$ cat src/rtl/mycpu_ex_div_ctrl_if.sv
// EX-stage handshake and divider result bundle between the pipeline and the
// EX divide sequencer. The slave modport is the sequencer side.
interface mycpu_ex_div_ctrl_if #(
  parameter int DIV_WIDTH = 32
);

  logic                 id_to_ex_valid;
  logic                 ex_allowin;
  logic                 ex_div_op;
  logic                 ex_div_signed;
  logic [DIV_WIDTH-1:0] ex_src_a;
  logic [DIV_WIDTH-1:0] ex_src_b;
  logic                 mem_allowin;
  logic                 flush;
  logic                 ex_to_mem_valid;
  logic [DIV_WIDTH-1:0] div_quot;
  logic [DIV_WIDTH-1:0] div_rem;
  logic                 div_done;
  logic                 div_busy;

  modport master (
    output id_to_ex_valid, ex_div_op, ex_div_signed, ex_src_a, ex_src_b,
           mem_allowin, flush,
    input  ex_allowin, ex_to_mem_valid, div_quot, div_rem, div_done, div_busy
  );

  modport slave (
    input  id_to_ex_valid, ex_div_op, ex_div_signed, ex_src_a, ex_src_b,
           mem_allowin, flush,
    output ex_allowin, ex_to_mem_valid, div_quot, div_rem, div_done, div_busy
  );

endinterface

$ cat src/rtl/mycpu_ex_div_ctrl.sv
// EX-stage sequencer: owns the EX valid bit and the ID->EX->MEM handshake,
// and stalls EX while an iterative radix-2 restoring divider runs DIV/DIVU.
module mycpu_ex_div_ctrl #(
  parameter int DIV_WIDTH = 32
) (
  input logic                clk,
  input logic                rst,
  mycpu_ex_div_ctrl_if.slave bus
);

  localparam int CW = $clog2(DIV_WIDTH);
  localparam logic [CW-1:0] LAST_STEP = CW'(DIV_WIDTH - 1);

  typedef enum logic [1:0] {
    IDLE,
    RUN,
    DONE
  } state_t;

  state_t               state_q;
  logic                 ex_valid_q;
  logic [CW-1:0]        count_q;
  logic [DIV_WIDTH-1:0] dvd_q;
  logic [DIV_WIDTH-1:0] dsr_q;
  logic [DIV_WIDTH-1:0] rem_q;
  logic                 q_neg_q;
  logic                 r_neg_q;
  logic [DIV_WIDTH-1:0] quot_q;
  logic [DIV_WIDTH-1:0] rem_out_q;

  logic                 ready_go;
  logic                 div_start;
  logic                 a_neg;
  logic                 b_neg;
  logic [DIV_WIDTH-1:0] abs_a_d;
  logic [DIV_WIDTH-1:0] abs_b_d;
  logic [DIV_WIDTH:0]   shifted_d;
  logic [DIV_WIDTH:0]   diff_d;
  logic                 qbit_d;
  logic [DIV_WIDTH-1:0] dvd_d;
  logic [DIV_WIDTH-1:0] rem_d;
  logic [DIV_WIDTH-1:0] quot_fin_d;
  logic [DIV_WIDTH-1:0] rem_fin_d;

  assign ready_go            = !bus.ex_div_op | (state_q == DONE);
  assign bus.ex_allowin      = !ex_valid_q | (ready_go & bus.mem_allowin);
  assign bus.ex_to_mem_valid = ex_valid_q & ready_go & !bus.flush;
  assign div_start           = ex_valid_q & bus.ex_div_op & !bus.flush;

  assign a_neg   = bus.ex_div_signed & bus.ex_src_a[DIV_WIDTH-1];
  assign b_neg   = bus.ex_div_signed & bus.ex_src_b[DIV_WIDTH-1];
  assign abs_a_d = a_neg ? -bus.ex_src_a : bus.ex_src_a;
  assign abs_b_d = b_neg ? -bus.ex_src_b : bus.ex_src_b;

  // One restoring step: the partial remainder is always below the divisor,
  // so after the trial subtract it fits back into DIV_WIDTH bits.
  assign shifted_d  = {rem_q, dvd_q[DIV_WIDTH-1]};
  assign diff_d     = shifted_d - {1'b0, dsr_q};
  assign qbit_d     = shifted_d >= {1'b0, dsr_q};
  assign rem_d      = qbit_d ? diff_d[DIV_WIDTH-1:0] : shifted_d[DIV_WIDTH-1:0];
  assign dvd_d      = {dvd_q[DIV_WIDTH-2:0], qbit_d};
  assign quot_fin_d = q_neg_q ? -dvd_d : dvd_d;
  assign rem_fin_d  = r_neg_q ? -rem_d : rem_d;

  assign bus.div_quot = quot_q;
  assign bus.div_rem  = rem_out_q;
  assign bus.div_done = (state_q == DONE);
  assign bus.div_busy = (state_q == RUN);

  // Sign-corrected results are written on the last step, so they are already
  // final and stable for every cycle spent in DONE.
  always_ff @(posedge clk or posedge rst) begin
    if (rst) begin
      state_q    <= IDLE;
      ex_valid_q <= 1'b0;
      count_q    <= '0;
      dvd_q      <= '0;
      dsr_q      <= '0;
      rem_q      <= '0;
      q_neg_q    <= 1'b0;
      r_neg_q    <= 1'b0;
      quot_q     <= '0;
      rem_out_q  <= '0;
    end else begin
      if (bus.flush) begin
        ex_valid_q <= 1'b0;
      end else if (bus.ex_allowin) begin
        ex_valid_q <= bus.id_to_ex_valid;
      end

      if (bus.flush) begin
        state_q <= IDLE;
        count_q <= '0;
      end else begin
        case (state_q)
          IDLE: begin
            if (div_start) begin
              if (bus.ex_src_b == '0) begin
                quot_q    <= '1;
                rem_out_q <= bus.ex_src_a;
                state_q   <= DONE;
              end else begin
                dvd_q   <= abs_a_d;
                dsr_q   <= abs_b_d;
                rem_q   <= '0;
                q_neg_q <= a_neg ^ b_neg;
                r_neg_q <= a_neg;
                count_q <= '0;
                state_q <= RUN;
              end
            end
          end
          RUN: begin
            dvd_q   <= dvd_d;
            rem_q   <= rem_d;
            count_q <= count_q + 1'b1;
            if (count_q == LAST_STEP) begin
              quot_q    <= quot_fin_d;
              rem_out_q <= rem_fin_d;
              count_q   <= '0;
              state_q   <= DONE;
            end
          end
          DONE: begin
            if (bus.mem_allowin) begin
              state_q <= IDLE;
            end
          end
          default: state_q <= IDLE;
        endcase
      end
    end
  end

endmodule

$ cat src/flat_wrapper.sv
// flat-port wrapper written by rule: the top's interface ports become plain ports
module mycpu_ex_div_ctrl_flat 
#(
  parameter int DIV_WIDTH = 32
)
  (clk, rst, bus_id_to_ex_valid, bus_ex_div_op, bus_ex_div_signed, bus_ex_src_a, bus_ex_src_b, bus_mem_allowin, bus_flush, bus_ex_allowin, bus_ex_to_mem_valid, bus_div_quot, bus_div_rem, bus_div_done, bus_div_busy);
  mycpu_ex_div_ctrl_if #(.DIV_WIDTH(DIV_WIDTH)) bus_i ();
  input logic clk;
  input logic rst;
  input wire logic [$bits(bus_i.id_to_ex_valid)-1:0] bus_id_to_ex_valid;
  input wire logic [$bits(bus_i.ex_div_op)-1:0] bus_ex_div_op;
  input wire logic [$bits(bus_i.ex_div_signed)-1:0] bus_ex_div_signed;
  input wire logic [$bits(bus_i.ex_src_a)-1:0] bus_ex_src_a;
  input wire logic [$bits(bus_i.ex_src_b)-1:0] bus_ex_src_b;
  input wire logic [$bits(bus_i.mem_allowin)-1:0] bus_mem_allowin;
  input wire logic [$bits(bus_i.flush)-1:0] bus_flush;
  output wire logic [$bits(bus_i.ex_allowin)-1:0] bus_ex_allowin;
  output wire logic [$bits(bus_i.ex_to_mem_valid)-1:0] bus_ex_to_mem_valid;
  output wire logic [$bits(bus_i.div_quot)-1:0] bus_div_quot;
  output wire logic [$bits(bus_i.div_rem)-1:0] bus_div_rem;
  output wire logic [$bits(bus_i.div_done)-1:0] bus_div_done;
  output wire logic [$bits(bus_i.div_busy)-1:0] bus_div_busy;
  assign bus_i.id_to_ex_valid = bus_id_to_ex_valid;
  assign bus_i.ex_div_op = bus_ex_div_op;
  assign bus_i.ex_div_signed = bus_ex_div_signed;
  assign bus_i.ex_src_a = bus_ex_src_a;
  assign bus_i.ex_src_b = bus_ex_src_b;
  assign bus_i.mem_allowin = bus_mem_allowin;
  assign bus_i.flush = bus_flush;
  assign bus_ex_allowin = bus_i.ex_allowin;
  assign bus_ex_to_mem_valid = bus_i.ex_to_mem_valid;
  assign bus_div_quot = bus_i.div_quot;
  assign bus_div_rem = bus_i.div_rem;
  assign bus_div_done = bus_i.div_done;
  assign bus_div_busy = bus_i.div_busy;
  mycpu_ex_div_ctrl #(.DIV_WIDTH(DIV_WIDTH)) u_core (.clk(clk), .rst(rst), .bus(bus_i));
endmodule
$ cat config.mk
export PLATFORM = sky130hd
export DESIGN_NAME = mycpu_ex_div_ctrl_flat
export DESIGN_NICKNAME = d
export VERILOG_FILES = /design/src/rtl/mycpu_ex_div_ctrl_if.sv /design/src/rtl/mycpu_ex_div_ctrl.sv /design/src/flat_wrapper.sv
export SDC_FILE = /design/constraint.sdc
export NUM_CORES = 1
export LEC_CHECK = 0
export ABC_CLOCK_PERIOD_IN_PS = 6800
export CELL_PAD_IN_SITES_DETAIL_PLACEMENT = 0
export CELL_PAD_IN_SITES_GLOBAL_PLACEMENT = 2
export CORE_MARGIN = 5
export CORE_UTILIZATION = 23
export CTS_BUF_LIST = sky130_fd_sc_hd__clkbuf_8
export CTS_CLUSTER_SIZE = 8
export DETAILED_ROUTE_END_ITERATION = 6
export PLACE_DENSITY_LB_ADDON = 0.1
export RECOVER_POWER = 25
export SLEW_MARGIN = 10
export SYNTH_ARGS = -nofsm -noshare
export SYNTH_HDL_FRONTEND = slang
export SYNTH_SLANG_ARGS = --single-unit
export TNS_END_PERCENT = 1
$ cat constraint.sdc
create_clock -name clk -period 6.8 [get_ports clk]
set_input_delay 0.68 -clock clk [delete_from_list [all_inputs] [get_ports clk]]
set_output_delay 0.68 -clock clk [all_outputs]
set_load 0.005 [all_outputs]
=== Word-level counts from Yosys, hierarchy flattened ===
Index checks and enable logic that the tools add are counted.
Widths: inputs -> output; s select.

* Bits of input ports: 71
* Logic and storage cells: 85
* Bits in registers: 170
* Output and inout port bits: 68

* Reduce and logical (&&, ||, !) cells: 13
* Bitwise operators: 12
* Eq/ne operators: 11
* Order comparisons: 1
* Multiplexer cells: 32
* Add/sub/neg operators: 6

{| class="wikitable"
|+ Operators by type and width
! cell !! count
|-
| $mux 32 || 15
|-
| $pmux 32 s2 || 4
|-
| $neg 32->32 || 4
|-
| $ge 33x32->1 || 1
|-
| $logic_not 32->1 || 1
|-
| $sub 32x32->32 || 1
|-
| $mux 5 || 4
|-
| $mux 2 || 5
|-
| $pmux 5 s2 || 1
|-
| $reduce_and 4->1 || 2
|-
| $and 1x1->1 || 7
|-
| $ne 2x1->1 const B || 3
|-
| $ne 3x2->1 const B || 2
|-
| $ne 3x3->1 const B || 2
|-
| $pmux 2 s3 || 1
|-
| $reduce_and 3->1 || 2
|-
| $add 5x1->5 const B || 1
|-
| $eq 5x5->1 const B || 1
|-
| $reduce_and 5->1 || 1
|-
| $reduce_bool 2->1 || 2
|-
| $logic_not 1->1 || 3
|-
| $reduce_bool 3->1 || 1
|-
| $eq 2x1->1 const B || 1
|-
| $eq 2x2->1 const B || 1
|-
| 6 further kinds || 9
|}

=== Longest topological paths before layout ===
* Depth in word-level cells: 6
* Mapped depth: 25
* Mapped depth without buffers: 21

=== Worst setup path before layout ===
OpenSTA, ideal clock, no wires.

* Path kind: flip-flop to flip-flop
* From: reg u_core.rem_q[11]
* To: reg u_core.rem_out_q[26], in the netlist u_core.bus.div_rem[26]
* Path buffers: 4
* Data required time: 6730 ps
* Library setup time: 70 ps
* Data arrival time: 5145 ps
* Clock period less this slack: 5215 ps
* Stages on the path, launching flop included: 24
* Path slack: 1585 ps
* Cell sequence: dfrtp_1 > ha_1 > buf_6 > and2_4 > a221o_1 > a41o_2 > o311ai_4 > nand2_4 > buf_2 > buf_2 > buf_2 > o21ai_0 > ha_1 > nor3b_1 > nand2_1 > or2_2 > or4_1 > nor3_1 > a31o_2 > nand4_1 > nor4b_1 > a31oi_1 > nor4_1 > nand3b_1

* Cells in the longest elaborated chain, start to end: 6
* Elaborated cells between the ends (all ways): 7
* Classes of those cells: add/sub: 2; order compare: 1; mux: 4

{| class="wikitable"
|+ RTL lines
! what !! RTL line !! source
|-
| from (decl) || mycpu_ex_div_ctrl.sv:25 || <nowiki>logic [DIV_WIDTH-1:0] rem_q;</nowiki>
|-
| from (signal assigned) || mycpu_ex_div_ctrl.sv:115 || <nowiki>rem_q <= rem_d;</nowiki>
|-
| $sub 32x32->32 or $ge 33x32->1 (tied branches) || mycpu_ex_div_ctrl.sv:58, mycpu_ex_div_ctrl.sv:59 ||
|-
| $mux 32 (*) || mycpu_ex_div_ctrl.sv:60 || <nowiki>assign rem_d = qbit_d ? diff_d[DIV_WIDTH-1:0] : shifted_d[DIV_WIDTH-1:0];</nowiki>
|-
| $neg 32->32 || mycpu_ex_div_ctrl.sv:63 || <nowiki>assign rem_fin_d = r_neg_q ? -rem_d : rem_d;</nowiki>
|-
| $mux 32 (*) || mycpu_ex_div_ctrl.sv:63 ||
|-
| $mux 32 (*) || mycpu_ex_div_ctrl.sv:117 || <nowiki>if (count_q == LAST_STEP) begin</nowiki>
|-
| $pmux 32 s2 (*) || mycpu_ex_div_ctrl.sv:95 || <nowiki>case (state_q)</nowiki>
|-
| to (signal assigned) || mycpu_ex_div_ctrl.sv:100 || <nowiki>rem_out_q <= bus.ex_src_a;</nowiki>
|-
| to (signal assigned) || mycpu_ex_div_ctrl.sv:119 || <nowiki>rem_out_q <= rem_fin_d;</nowiki>
|-
| to (decl) || mycpu_ex_div_ctrl.sv:29 || <nowiki>logic [DIV_WIDTH-1:0] rem_out_q;</nowiki>
|}

Mark *: on every way between the ends. The rest lies on a longest branch, timed or not. The select of a mux whose other input is x is not followed.
A chain may end at the register's enable or synchronous reset.

=== Worst setup path after layout ===
* From: reg u_core.rem_q[17]
* To: reg u_core.rem_out_q[26], in the netlist u_core.bus.div_rem[26]

The elaborated chain is that of the path after synthesis.

==> run_results.csv <==
group,metric,value,unit
timing,setup_viol,0,
critical_path,critPathSlowestCell,"a2111oi_0",
critical_path,regToRegStartpoint,"u_core.rem_q[17]",
critical_path,critPathMaxFanout,9,
finish,nets,1731,
finish,fin_util,27.7,%
finish,design_area,0.0149,mm2
timing,rsz0062_at_grt,"false",
critical_path,path_common_cell,"ha_1",
floorplan,start_util,23.3,%
global_routing,track_usage,15.3,%
critical_path,cp.arrival,6340,ps
critical_path,slowest_delay,790,ps
cts,cts_tree,"done",
cts,cts.htree.levels,4,
global_routing,use_met1,21.6,%
global_routing,top_usage_layer,"met2",
routing,wl_per_cell,19.4,um
synth,synth_cells,1540,
timing,hold_violations,0,
global_routing,antenna_found_initial,1,
power,p_sw,1200,uW
routing,drc,0,
global_routing,grt_pass1_wl,70.9,mm
synth,synth_nets,1650,
finish,drive_above_1_share,5.45,%
global_routing,grt_pass1_vias,11342,
critical_path,r2r_cells,19,
outcome,violations,"capacitance limit, slew limit",
timing,holdWs,491,ps
cts,clockBufferDepth,2,
floorplan,dieHeight,244,um
routing,drt_iter0_drc,511,
placed_design,hpwlAfterDp,34.9,mm
cts,clkLatencyLatePin,570,ps
finish,fillCellCount,5835,
power,p_per_area,204,mW/mm2
critical_path,startpoint_type,"flip-flop",
synth,ys.flop_type,"dfrtp_1",
finish,area_growth,18.9,%
synth,synthTopCellsByArea,"dfrtp_1, a21oi_1, o21ai_0",
power,pwr-share-comb,32.9,%
routing,wirelength,45.3,mm
timing,finalSetupTns,0,ps
critical_path,cp-end-kind,"flip-flop",
synth,synth_top_area_share,33.9,%
floorplan,rows,85,
synth,yosysSeqAreaShare,33.9,%
min_path,min_path_type,"reg2reg",
timing,timing.final.crit_period,5830,ps
power,netSwitchingFraction,39.4,%
synth,async_flop_share,100,%
critical_path,rrSetupSlack,970,ps
power,seq_power_share,41.2,%
synth,synth-seq-cells,170,
cts,hold_buffers,0,
critical_path,cp-startpoint,"u_core.rem_q[17]",
synth,synth_area_leader_cell,"dfrtp_1",
timing,report.final.slew_viol_count,173,
placed_design,port_buffers,138,
cts,post-cts-setup-buffers,0,
power,p_clk_share,25.9,%
synth,ys_types,95,
critical_path,critPathKind,"reg2reg",
routing,vias,11302,
critical_path,path_cells,"ha_1, a21oi_1, o21ai_1, a2111oi_0, o31a_1, nand2_4, o21ai_0, ha_1, nor3b_1, nand2_1, or2_2, or4_1, nor3_1, a31o_2, nand4_1, nor4b_1, a31oi_1, nor4_1, nand3b_1",
timing,worst_pin_slew,3420,ps
critical_path,cp.required,7310,ps
critical_path,r2r_end,"u_core.bus.div_rem[26]",
outcome,status,"finished with violations",
routing,drtPass1Iterations,5,
global_routing,grt_max_degree,125,
global_routing,grt_overflow_total,0,
synth,yosysWarnings,0,
cts,cts_root_buf,"clkbuf_8",
timing,max_slew_margin,-128,%
power,ir_worst_vdd,145,uV
cts,numCtsBuffers,17,
floorplan,ioPinCount,139,
floorplan,core,0.0539,mm2
synth,synth_edf_count,0,
critical_path,crit_path_end,"u_core.bus.div_rem[26]",
routing,ant_nets,0,
power,internal_power,1850,uW
floorplan,die_area,0.0594,mm2
floorplan,die_w,244,um
placed_design,place_area,0.0146,mm2
timing,finClkSkew,16.4,ps
placed_design,gp_congestion,0.809,
global_routing,grtUsageMet3,3.46,%
synth,syn_avg_cell_area,8.15,um2
timing,fin_crit_sh,85.7,%
synth,syn-cell-area,0.0126,mm2
cts,cts_sinks,170,
timing,fmax,172,MHz
routing,vias_per_cell,4.85,
cts,ctsResizeCount,0,
global_routing,use_met2,24.3,%
job,drv_cap,2,
cts,clk_pin_slew,100,ps
power,power.leakage,0.00611,uW
critical path: cells and delay by family, from the launching register on:
| kind | cells | cell delay, ps |
|---|---|---|
| compound gates | 7 | 2350 |
| fa+ha+maj | 2 | 750 |
| flops | 1 | 460 |
| simple gates | 10 | 2200 |
per-stage QoR:
| stage | cells | setup slack (ps) | total power, uW |
|---|---|---|---|
| 6_report | 2330 | 971 | 3040 |
| 5_1_grt | 2330 | 366 | 3280 |
| 4_1_cts | 2329 | 956 | 3120 |
| 3_5_place_dp | 2298 | 1020 | 2290 |
| 3_3_place_gp | 2298 | 1120 | 2290 |
| 2_1_floorplan | 1540 | 1520 | 1980 |
power groups by stage:
| stage | Clock, uW | Sequential, uW | Combinational, uW |
|---|---|---|---|
| 2_1_floorplan | 0 | 1220 | 759 |
| 3_3_place_gp | 0 | 1270 | 1020 |
| 3_5_place_dp | 0 | 1270 | 1020 |
| 4_1_cts | 844 | 1250 | 1020 |
| 5_1_grt | 872 | 1280 | 1130 |
| 6_report | 789 | 1250 | 1000 |
worst min-delay path by stage:
stage,from,to,cells after the start
CTS,rst,u_core.bus.div_rem[5],2
global route,u_core.bus.div_rem[0],u_core.bus.div_rem[0],1
global placement,u_core.dsr_q[1],u_core.dsr_q[1],2
floorplan,u_core.dsr_q[1],u_core.dsr_q[1],2
finish,u_core.dsr_q[27],u_core.dsr_q[27],2
detailed placement,u_core.dsr_q[27],u_core.dsr_q[27],2
cells in the mapped netlist (10+ instances only):
cell type / number
and3_1: 14
o21a_1: 10
dfrtp_1: 170
buf_2: 17
o211ai_1: 11
nand2_1: 171
inv_1: 52
or4_1: 13
nor2_1: 151
ha_1: 38
nor4_1: 14
a21oi_1: 152
nand4_1: 19
nand3_1: 12
a211oi_1: 11
a21o_1: 17
or3_1: 17
o41ai_1: 10
xnor2_1: 68
nor3_1: 41
clkbuf_1: 60
o31ai_1: 20
o22a_1: 16
mux2i_1: 26
and2_1: 12
xor2_1: 65
a31oi_1: 32
o21ai_0: 134
nand2b_1: 13
o21ai_1: 14
area by class of cell:
type | instances | area (um2) | share of cell area [%]
multi-input cells | 1224 | 7710 | 51.6
flip-flops and latches | 170 | 4250 | 28.5
repair buffers | 154 | 1500 | 10.0
well taps | 696 | 871 | 5.83
clock buffers | 18 | 248 | 1.66
inverters | 54 | 204 | 1.37
clock inverters | 13 | 144 | 0.964
diodes | 1 | 2.50 | 0.0168
sequential cells by signal, indices dropped and copies added, names as in the netlist:
name                 cells
u_core.dvd_q            32
u_core.bus.div_quot     32
u_core.dsr_q            32
u_core.ex_valid_q        1
u_core.rem_q            32
u_core.r_neg_q           1
u_core.bus.div_rem      32
u_core.state_q           2
u_core.q_neg_q           1
u_core.count_q           5
placed cells by master (no fill, tap or decap), types with 11 or more instances in the layout:
cell type	n
ha_1	38
o22a_1	16
and3_1	14
nand2_1	171
or4_1	13
nor3_1	41
mux2i_1	26
o21ai_0	134
inv_1	51
o31ai_1	20
o211ai_1	11
a31oi_1	32
a211oi_1	11
clkdlybuf4s50_1	137
buf_4	15
a21oi_1	152
nor2_1	151
dfrtp_1	170
xnor2_1	68
or3_1	17
xor2_1	65
and2_1	12
a21o_1	17
nand2b_1	11
nand4_1	19
o21ai_1	13
clkbuf_8	18
nor4_1	14
nand3_1	11
per-layer routing:
layer	share of wire, %	routed length, um
met5	0	0
met4	1.1	491
met3	3.1	1410
met2	45	20400
met1	51	22900
cell families (layout without fill, tap and decap cells):
kind of cell	Yosys count	in the layout	share of synthesized area, %
fa+ha+maj	39	39	3.95
other cells	0	1	0
mux	29	29	2.34
buf+inv	146	239	4.89
compound gates	500	500	25.5
flops	170	170	33.9
simple gates	523	523	20.1
xor+xnor	133	133	9.28
Power figures use the tool's default switching activity.
